$ cat config.mk
export PLATFORM = sky130hd
export DESIGN_NAME = clk_period_meter
export DESIGN_NICKNAME = d
export VERILOG_FILES = /design/src/rtl/clk_meter_pkg.sv /design/src/rtl/sync_edge_detect.sv /design/src/rtl/clk_period_meter.sv
export SDC_FILE = /design/constraint.sdc
export NUM_CORES = 1
export LEC_CHECK = 0
export ABC_AREA = 1
export BUFFER_PORTS_ARGS = -buffer_cell sky130_fd_sc_hd__buf_2
export CAP_MARGIN = 0
export CORE_MARGIN = 2
export CORE_UTILIZATION = 45
export CTS_BUF_LIST = sky130_fd_sc_hd__clkbuf_8 sky130_fd_sc_hd__clkbuf_16
export CTS_CLUSTER_DIAMETER = 30
export DETAILED_ROUTE_END_ITERATION = 16
export PLACE_DENSITY = 0.76
export SLEW_MARGIN = 30
export SYNTH_ARGS = -nofsm -noshare
export SYNTH_HDL_FRONTEND = slang
export SYNTH_SLANG_ARGS = --single-unit
$ cat constraint.sdc
create_clock -name clk -period 2.4 [get_ports clk]
set_input_delay 0.12 -clock clk [delete_from_list [all_inputs] [get_ports clk]]
set_output_delay 0.12 -clock clk [all_outputs]
set_load 0.1 [all_outputs]
$ cat src/rtl/clk_meter_pkg.sv
// Shared constants for the clock period meter: FSM state encodings,
// system clock frequency and the default counter width / timeout.
package clk_meter_pkg;

  localparam logic [1:0] IDLE      = 2'd0;
  localparam logic [1:0] WAIT_EDGE = 2'd1;
  localparam logic [1:0] MEASURE   = 2'd2;

  localparam int CLK_HZ      = 48_000_000;
  localparam int DEF_CNT_W   = 20;
  // 20 ms at 48 MHz, roughly a 50 Hz floor on the measurable input.
  localparam int DEF_TIMEOUT = 960_000;

endpackage

$ cat src/rtl/sync_edge_detect.sv
// Two-flop synchronizer followed by a registered edge detector.
// rise/fall are one-cycle pulses appearing 3 clk cycles after the input
// transition; level is the synchronized input. Also usable for buttons.
module sync_edge_detect (
  input  logic clk,
  input  logic reset,
  input  logic async_in,
  output logic rise,
  output logic fall,
  output logic level
);

  logic sync1_q, sync2_q, prev_q, rise_q, fall_q;

  // Synchronize the input and register edge pulses against the previous level.
  always_ff @(posedge clk or posedge reset) begin
    if (reset) begin
      sync1_q <= 1'b0;
      sync2_q <= 1'b0;
      prev_q  <= 1'b0;
      rise_q  <= 1'b0;
      fall_q  <= 1'b0;
    end else begin
      sync1_q <= async_in;
      sync2_q <= sync1_q;
      prev_q  <= sync2_q;
      rise_q  <= sync2_q & ~prev_q;
      fall_q  <= ~sync2_q & prev_q;
    end
  end

  assign rise  = rise_q;
  assign fall  = fall_q;
  assign level = sync2_q;

endmodule

$ cat src/rtl/clk_period_meter.sv
// Measures rising-to-rising period and rising-to-falling high time of a
// slow asynchronous input, in clk cycles. A sticky timeout flags a stuck
// input. Optional macro CLK_PERIOD_METER_CONTINUOUS_EN keeps measuring
// back-to-back periods after each result, and lets start abort a run.
//
// state     | meaning
// IDLE      | waiting for a start request
// WAIT_EDGE | armed, waiting for the opening rising edge
// MEASURE   | counting from the opening rise to the closing rise
module clk_period_meter
  import clk_meter_pkg::*;
#(
  parameter int               CNT_W   = DEF_CNT_W,
  parameter logic [CNT_W-1:0] TIMEOUT = CNT_W'(DEF_TIMEOUT)
) (
  input  logic             clk,
  input  logic             reset,
  input  logic             sig_in,
  input  logic             start,
  output logic [CNT_W-1:0] period,
  output logic [CNT_W-1:0] high_time,
  output logic             valid,
  output logic             busy,
  output logic             timeout
);

  logic             rise, fall;
  logic [1:0]       state_q, state_d;
  logic [CNT_W-1:0] count_q, count_d;
  logic [CNT_W-1:0] hi_cap_q, hi_cap_d;
  logic [CNT_W-1:0] period_q, period_d;
  logic [CNT_W-1:0] high_time_q, high_time_d;
  logic             valid_q, valid_d;
  logic             timeout_q, timeout_d;
  logic             count_hit;

  sync_edge_detect u_sync (
    .clk      (clk),
    .reset    (reset),
    .async_in (sig_in),
    .rise     (rise),
    .fall     (fall),
    .level    ()
  );

  assign count_hit = (count_q == TIMEOUT);

  // Next-state logic: a closing edge always beats a simultaneous timeout.
  always_comb begin
    state_d     = state_q;
    count_d     = count_q;
    hi_cap_d    = hi_cap_q;
    period_d    = period_q;
    high_time_d = high_time_q;
    valid_d     = 1'b0;
    timeout_d   = timeout_q;

    case (state_q)
      IDLE: begin
        // A rise coinciding with start is deliberately not an opening edge.
        if (start) begin
          state_d   = WAIT_EDGE;
          count_d   = CNT_W'(1);
          timeout_d = 1'b0;
        end
      end
      WAIT_EDGE: begin
        count_d = count_q + CNT_W'(1);
        if (rise) begin
          state_d = MEASURE;
          count_d = CNT_W'(1);
        end else if (count_hit) begin
          state_d   = IDLE;
          timeout_d = 1'b1;
        end
      end
      MEASURE: begin
        count_d = count_q + CNT_W'(1);
        if (fall) begin
          hi_cap_d = count_q;
        end
        if (rise) begin
          period_d    = count_q;
          high_time_d = hi_cap_q;
          valid_d     = 1'b1;
`ifdef CLK_PERIOD_METER_CONTINUOUS_EN
          // Closing rise doubles as the opening edge of the next period.
          count_d = CNT_W'(1);
`else
          state_d = IDLE;
`endif
        end else if (count_hit) begin
          state_d   = IDLE;
          timeout_d = 1'b1;
        end
      end
      default: begin
        state_d = IDLE;
      end
    endcase

`ifdef CLK_PERIOD_METER_CONTINUOUS_EN
    // In continuous mode start while busy stops measuring without a result.
    if (start && (state_q != IDLE)) begin
      state_d     = IDLE;
      valid_d     = 1'b0;
      period_d    = period_q;
      high_time_d = high_time_q;
      timeout_d   = timeout_q;
    end
`endif
  end

  // State and result registers.
  always_ff @(posedge clk or posedge reset) begin
    if (reset) begin
      state_q     <= IDLE;
      count_q     <= '0;
      hi_cap_q    <= '0;
      period_q    <= '0;
      high_time_q <= '0;
      valid_q     <= 1'b0;
      timeout_q   <= 1'b0;
    end else begin
      state_q     <= state_d;
      count_q     <= count_d;
      hi_cap_q    <= hi_cap_d;
      period_q    <= period_d;
      high_time_q <= high_time_d;
      valid_q     <= valid_d;
      timeout_q   <= timeout_d;
    end
  end

  assign period    = period_q;
  assign high_time = high_time_q;
  assign valid     = valid_q;
  assign busy      = (state_q != IDLE);
  assign timeout   = timeout_q;

endmodule
Word level (Yosys, flattened, before mapping)
Cells that the tools add are included.
Widths: inputs -> output; s select.
{ "word_totals": {"inputBits": 4, "out_inout_bits": 43, "regBits": 89} }
{ "op_classes": {"muxes": 14, "eq_ne": 6, "reduce_logical": 9, "n_addsub": 1, "bitwise": 4} }
{ "ops": {"columns": ["operator", "n"], "rows": [
  ["$pmux 20 s3", 1],
  ["$mux 20", 2],
  ["$add 20x1->20 const B", 1],
  ["$eq 20x20->1 const B", 1],
  ["$mux 2", 4],
  ["$pmux 2 s3", 1],
  ["$reduce_and 2->1", 3],
  ["$mux 1", 5],
  ["$ne 2x2->1 const B", 2],
  ["$reduce_and 4->1", 1],
  ["$reduce_bool 2->1", 2],
  ["$reduce_bool 3->1", 1],
  ["$and 1x1->1", 2],
  ["$eq 2x1->1 const B", 1],
  ["$eq 2x2->1 const B", 1],
  ["$logic_not 2->1", 1],
  ["$ne 2x1->1 const B", 1],
  ["$not 1->1", 2],
  ["$pmux 1 s2", 1],
  ["$reduce_or 2->1", 1]
]} }

Longest topological paths before layout
Gate-level depths: netlist of run 1.
{ "logic_depth": {"depth_word": 4, "mapped_depth": 9} }

Modules after synthesis
Synthesis of run 1 repeated with hierarchy kept, for this count alone.
{ "unflattened": {"cells_unflattened": 462, "hier_area_um2": 3877.5} }
{ "modules_own_cells": {"columns": ["module", "cells_each", "instances", "area_per_inst_um2"], "rows": [
  ["clk_period_meter", 452, 1, 3733.6],
  ["sync_edge_detect", 10, 1, 143.9]
]} }

Worst setup path before layout of run 1
OpenSTA, ideal clock, no wires.
{ "synth_path": {"path_type": "reg-to-reg", "start": "register state_q[0]", "end": "register state_q[0]", "path_stages_with_launch": 7, "synth_period_minus_slack_ps": 1587, "required_time_ps": 2283, "slack_ps": 813, "arrival_ps": 1470, "cell_sequence": "dfrtp_1 > inv_1 > ha_1 > inv_1 > nand2_1 > nand2_1 > nand2_1"} }
{ "synth_via": {"elab_chain_len": 3} }
{ "synth_rtl": {"columns": ["element", "line_no", "rtl"], "rows": [
  ["start: declaration", "clk_period_meter.sv:28", "logic [1:0] state_q, state_d;"],
  ["start signal: assignment", "clk_period_meter.sv:125", "state_q <= state_d;"],
  ["$mux 2", null, null],
  ["$mux 2 (on tied branches)", null, null],
  ["$pmux 2 s3", "clk_period_meter.sv:58", "case (state_q)"]
]} }
Parallel ways exist; a longest one is shown, timed or not.
A chain may end at the register's enable or synchronous reset.

Worst setup path after layout of run 1
{ "layout_path": {"start": "register state_q[0]", "end": "register count_q[2]"} }
{ "layout_via": {"elab_chain_len": 3} }
{ "layout_rtl": {"columns": ["element", "line_no", "rtl"], "rows": [
  ["$eq 2x2->1, or another cell as far along", "clk_period_meter.sv:58", null],
  ["$reduce_bool 3->1 (no line) / $ne 2x2->1 (equally long branches)", null, null],
  ["$reduce_and 2->1 (no line)", null, null],
  ["end signal: assignment", "clk_period_meter.sv:126", "count_q <= count_d;"],
  ["end: declaration", "clk_period_meter.sv:29", "logic [CNT_W-1:0] count_q, count_d;"]
]} }
Parallel ways exist; a longest one is shown, timed or not.

==> results.md, run 1 <==
- Outcome: finished clean
- Largest net degree at the start of global routing: 61
- Combinational fraction of design power: 27.9%
- Multi-input gate area: 0.00141 mm2
- Flip-flop and latch area: 0.00223 mm2
- Htree depth: 3
- Hold_sp: start
- Synth area leaders: dfrtp_1 (57%), nand2_1 (15%), o21ai_0 (5.9%), inv_1 (4.2%), nor2_1 (4.1%)
- Area growth syn-to-layout: 14.6%
- Placement-stage cell area: 0.00423 mm2
- Crit path buffers/inverters: 2
- Die area: 0.00939 mm2
- Port bufs: 46
- Antenna cells: 0
- Final WS setup: 0.408 ns
- Hold/Removal Path Class: in2reg
- Yosys cell types: 26
- Pint: 2.30 mW
- Min Hold Slack: 0.182 ns
- Max incr delay on CP: 0.42 ns
- Seq pwr share: 44.4%
- Required @ worst endpoint: 2.69 ns
- Clk_skew: 0.00990 ns
- Critical path type: reg2reg
- Die width: 96.9 um
- Worst-skew pair later-pin latency: 0.36 ns
- Mapped Cells: 458
- Vias: 3053
- Final setup viols: 0
- Synthesized cell area: 0.00388 mm2
- VDD IR-drop max: 0.000618 V
- CTS tree: done
- Grt ovf: 0
- Startpoint Class: register
- # IOs: 47
- Post CTS Setup Buffer Count: 0
- Psw: 1.44 mW
- DP Worst Slack: 0.425 ns
- Syn Nets: 468
- First-pass GRT wire length: 13600 um
- Most frequent CP cell: nand2_1
- Worst Hold Depth: 6
- CP max FO: 16
- Max Slew Vio Count: 0
- Post-synth top area share: 57.3%
- Max Cap Viol: 0
- Layout fillers: 771
- Die H: 96.9 um
- Worst path top cell family by delay: simple AND/OR/NAND/NOR gates
- CTS Buf Count: 9
- Root Driver: clkbuf_8
- Max_slew headroom: 58.6%
- Power Density: 839 mW/mm2
- Clk buf depth: 2
- Total track usage: 17.5%
- CTS Sinks: 89
- CTS resizes: 0
- Clock share of power: 27.7%
- Reg2reg start: state_q[0]
- Lkg Pwr: 2.29 nW
- Hold_buf cts: 2
- Area of the core: 0.00830 mm2
- Endpoint class of the critical path: register
- Final wirelength: 7740 um
- Synth Area per Inst: 8.48 um2
- Fin util: 53.7%
- Num rows: 33
- WL/cell: 12.6 um
- Ratio of cells with drive above 1 in the final layout: 17.2%
- Number of global-route vias before repair: 2884
- Yosys top cell by area: dfrtp_1
- Yosys warning total: 0
- Min cycle time layout: 1.99 ns
- DRT iter0 DRCs: 189
- RSZ-0062 raised after global routing: false
- Worst-Margin Slew: 0.620 ns
- Hold path endpoint: state_q[1]
- Reg clk slew, reported paths: 0.09 ns
- Fmax: 502 MHz
- Setup total negative slack: 0 ns
- FF-to-FF setup slack: 0.41 ns
- Layout Nets: 517
- Post-detail-place hpwl: 5600 um
- Drt pass-1 iters: 4
- Slowest-stage cell, CP: dfrtp_1
- Worst reg2reg path endpoint: count_q[2]
- Initial core utilization: 46.8%
- Gpl congestion: 0.939
- Initial antenna violation count: 0
- Final instance area: 0.00445 mm2
- Count of final hold-check violations: 0
- Remaining antenna violation count: 0
- Seq/Total Area, Yosys: 57.3%
- Crit path DAT: 2.28 ns
- Vias per inst: 4.95
- Reg2reg path depth: 8
- CP Cell Sequence: inv_1 > ha_1 > nand2_1 > nand2_4 > inv_2 > nand2_1 > o21ai_0 > a21oi_1
- Final worst-path cycle share: 83.0%
- Synth Register Bits: 89
- Post-route DRC violation count: 0
- Sw Ratio: 38.5%
## worst max-delay path by stage
stage,from,to,slack (ns),depth (start not counted)
after floorplan,state_q[0],state_q[0],0.81,6
after CTS,state_q[0],count_q[2],0.41,8
final,state_q[0],count_q[2],0.41,8
after detailed placement,state_q[0],count_q[10],0.43,8
after global routing,state_q[0],count_q[2],0.26,8
after global placement,state_q[0],count_q[10],0.56,8
## area by class of cell
type | count | share of cell area (%)
well taps | 105 | 2.95
flip-flops and latches | 89 | 50.0
clock buffers | 9 | 2.78
inverters | 50 | 4.30
repair buffers | 52 | 6.57
clock inverters | 7 | 1.71
multi-input cells | 305 | 31.7
## cell usage after synthesis (all sizes together)
master	number
a21oi	9
buf	4
nor4	1
ha	6
nor3b	1
nand3	13
clkbuf	10
nand2	159
o21ai	48
dfrtp	89
and2	1
a211oi	1
nor2	49
nand4	9
nor3	7
inv	50
a31oi	1
## layout by cell type, fill, tap and decap left out, drive strengths merged
| cell type | Yosys | routed |
|---|---|---|
| bufinv | 0 | 1 |
| clkinvlp | 0 | 3 |
| nand3 | 13 | 13 |
| ha | 6 | 6 |
| nand2 | 159 | 159 |
| nand4 | 9 | 9 |
| nor4 | 1 | 1 |
| a31oi | 1 | 1 |
| clkbuf | 10 | 9 |
| dlygate4sd3 | 0 | 2 |
| nor3b | 1 | 1 |
| clkinv | 0 | 2 |
| buf | 4 | 50 |
| nor3 | 7 | 7 |
| dfrtp | 89 | 89 |
| a211oi | 1 | 1 |
| nor2 | 49 | 49 |
| o21ai | 48 | 48 |
| and2 | 1 | 1 |
| a21oi | 9 | 9 |
| inv | 50 | 51 |
## routing by layer
layer	vias to the layer above	global-route usage [%]	wire length, um	share of wire, %
met3	7	3.68	339	4.4
met1	1449	24.6	3750	48
met4	0	6.07	83	1.1
met5	-	0	0	0
met2	69	27.0	3570	46
li1	1528	-	-	-
## sequential cells by signal (all words and copies together) (netlist names)
register,count
period,20
timeout,1
u_sync.level,1
u_sync.sync1_q,1
hi_cap_q,20
count_q,20
u_sync.prev_q,1
valid,1
state_q,2
u_sync.fall,1
u_sync.rise,1
high_time,20
## cells by family after synthesis
kind of cell    share of synthesized area (%)
compound gates                           7.70
fa+ha+maj                                1.93
buf+inv                                  6.38
flops                                    57.3
simple gates                             26.7
## power by group through the flow
| stage | registers, mW | clock network (mW) | logic, mW |
|---|---|---|---|
| 2_1_floorplan | 1.93 | 0 | 0.609 |
| 3_3_place_gp | 1.68 | 0 | 1.01 |
| 3_5_place_dp | 1.69 | 0 | 1.04 |
| 4_1_cts | 1.66 | 1.06 | 1.05 |
| 5_1_grt | 1.68 | 1.12 | 1.14 |
| 6_report | 1.66 | 1.03 | 1.04 |
## per-stage QoR
step,cells,power (mW)
detailed placement,599,2.73
global placement,599,2.69
CTS,617,3.76
floorplan,458,2.54
finish,617,3.73
global route,617,3.94
## worst reg2reg max path, stage by stage, from the launching register on
cell and delay, ns:
dfrtp_1 0.42, inv_1 0.12, ha_1 0.18, nand2_1 0.11
nand2_4 0.22, inv_2 0.12, nand2_1 0.41, o21ai_0 0.20
a21oi_1 0.14
Power figures use the tool's default switching activity.
==> inputs of run 2 (changes only) <==
- ABC_AREA: 1 -> 0
- clock period: 2.4 -> 1.8 ns (I/O delays scaled with it)
==> results.md, run 2 <==
- Lkg Pwr: 2.47 nW
- Port bufs: 46
- WL/cell: 16.9 um
- Required @ worst endpoint: 2.09 ns
- CTS tree: done
- Commonest non-fill, non-tap cells in the layout: dfrtp_1 (89), mux2_2 (50), buf_2 (45), buf_4 (35), nand2_1 (20)
- FF-to-FF setup slack: -0.1 ns
- Final worst-path cycle share: 106%
- Leading cell type by number of instances after synthesis: dfrtp_1
- Min cycle time layout: 1.90 ns
- Worst setup path startpoint: state_q[1]
- Critical path type: reg2reg
- # IOs: 47
- Area growth syn-to-layout: 31.3%
- VDD IR-drop max: 0.000518 V
- Fraction of registers with async set/reset: 100%
- Initial antenna violation count: 0
- CTS Buf Count: 9
- CP max FO: 8
- Crit path DAT: 2.19 ns
- Mapped Cells: 300
- RSZ-0062 raised after global routing: true
- Die area: 0.00906 mm2
- First-pass GRT wire length: 13000 um
- Reg2reg path depth: 5
- Clk buf depth: 2
- DR WL met3: 449 um
- Number of synthesized flops with an enable pin: 0
- Cell count after placement: 477
- Ratio of cells with drive above 1 in the final layout: 49.0%
- Synth Register Bits: 89
- Drt pass-1 iters: 4
- Post-detail-place hpwl: 5370 um
- Gpl congestion: 0.872
- Synthesized cell area: 0.00374 mm2
- Count of final hold-check violations: 0
- WL met2: 4340 um
- Vias per inst: 5.42
- Max Slew Vio Count: 0
- Critical Path End: count_q[13]
- Num rows: 33
- Synth top cells by count: dfrtp_1 (89), mux2_2 (50), nand2_1 (21)
- Synth Area per Inst: 12.5 um2
- Syn Nets: 310
- Layout fillers: 637
- Max_slew headroom: 46.6%
- CTS Sinks: 89
- Post-route DRC violation count: 0
- CP Cell Sequence: ha_2 > nand2b_4 > or3_4 > or4_4 > a21oi_2
- Max incr delay on CP: 0.50 ns
- Endpoint class of the critical path: register
- Final wirelength: 8510 um
- Antenna cells: 0
- Reg clk slew, reported paths: 0.08 ns
- Die H: 95.2 um
- Failing checks: setup timing
- Total track usage: 18.8%
- Fmax: 526 MHz
- DR top layer: met4
- Commonest non-fill, non-tap cell in the layout: dfrtp_1
- Vias: 2724
- Slowest-stage cell, CP: or4_4
- Root Driver: clkbuf_8
- Area of the core: 0.00813 mm2
- Non-Filler Instances: 503
- Yosys cell types: 44
- Htree depth: 3
- DRT iter0 DRCs: 159
- Worst-skew pair later-pin latency: 0.36 ns
- Synth area leaders: dfrtp_1 (59%), mux2_2 (15%), o21ai_0 (2.4%), nand2_1 (2.1%), ha_1 (2.0%)
- Grt ovf: 0
- Die width: 95.2 um
- Worst-Margin Slew: 0.799 ns
- Top_reg_cell synth: dfrtp_1
- Post-synth top area share: 59.5%
- Initial core utilization: 46.0%
- Startpoint Class: register
- Yosys warning total: 0
- Layout Nets: 404
- Yosys top cell by area: dfrtp_1
- Hold/Removal Path Class: in2reg
- Fin util: 60.4%
- Clk_skew: 0.00581 ns
- Power Density: 1280 mW/mm2
- Remaining antenna violation count: 0
- Largest net degree at the start of global routing: 37
- Reg2reg start: state_q[1]
- Outcome: finished with violations
- Final setup viols: 6
- Final WS setup: -0.0999 ns
- Seq/Total Area, Yosys: 59.5%
- Number of global-route vias before repair: 2714
- Worst reg2reg path endpoint: count_q[13]
- Max Cap Viol: 0
- Wire length on met1: 3600 um
## run 2: cell count changes after synthesis, sizes merged, moves of 4 or more
cell	change
nor3	-4
nor2b	+5
o21ai	-30
or4	+8
mux2	+50
inv	-39
or3	+5
nand2	-138
nor2	-39
nand3	-8
o31ai	+6
## run 2: worst min-delay path by stage
stage                start        endpoint  slack [ns]  cells after the start
CTS                  start      state_q[0]        0.11                      4
global route         start      state_q[0]        0.12                      4
detailed placement  sig_in  u_sync.sync1_q        0.20                      1
floorplan           sig_in  u_sync.sync1_q        0.12                      0
finish               start      state_q[0]        0.11                      4
global placement    sig_in  u_sync.sync1_q        0.20                      1
## run 2: timing repair
action,CTS,global route
setup buffers,3,4
hold buffers,2,0
gates cloned,0,3
pin swaps,4,6
hold endpoints to repair,30,0
endpoints found under the setup margin,4,25
gates resized for setup,2,31
## run 2: stage by stage
stage	instance area [um2]	setup TNS, ns	setup slack, ns	hold slack (ns)	total power [mW]
after CTS	4720	-0.169	-0.0699	0.106	5.85
after global routing	4910	-0.624	-0.119	0.124	6.54
after detailed placement	4420	-0.173	-0.0823	0.201	4.11
final	4910	-0.332	-0.0999	0.114	6.27
after floorplan	3780	-0.150	-0.106	0.121	3.55
after global placement	4420	-0.0236	-0.0156	0.199	4.06
## run 2: cell type report
type | count | area [um2] | share of cell area, %
multi-input combinational | 188 | 1550 | 31.5
tap | 105 | 131 | 2.67
inverter | 11 | 45.0 | 0.916
clock buffer | 11 | 151 | 3.08
timing repair buffer | 95 | 713 | 14.5
sequential | 89 | 2230 | 45.3
clock inverter | 4 | 98.8 | 2.01
## run 2: cells by family after synthesis
logic type,count (synthesis),share of synthesized area [%]
muxes,52,15.6
xor gates and xnor gates,6,1.40
AOI/OAI and AO/OA,45,7.09
buffers and inverters,23,2.57
and+or+nand+nor,79,11.9
DFF,89,59.5
adders and majority gates,6,2.01
## run 2: worst max-delay path, delay by kind of cell (launching register included)
kind / cells / cell delay [ns]
AO/OA/AOI/OAI: 1 / 0.14
adder cells (fa/ha/maj): 1 / 0.23
flip-flops: 1 / 0.42
AND/OR/NAND/NOR: 3 / 1.04
## run 2: power breakdown
part           switching, mW  internal [mW]  total, mW
logic                   1.41          0.919       2.33
registers              0.117           2.14       2.25
clock network          0.698          0.996       1.69
total                   2.22           4.05       6.27
## run 2: per-layer routing
metal	GRT usage, %	vias up
li1	-	1261
met1	24.0	1386
met2	30.8	67
met3	5.38	10
met4	6.28	0
met5	0	-
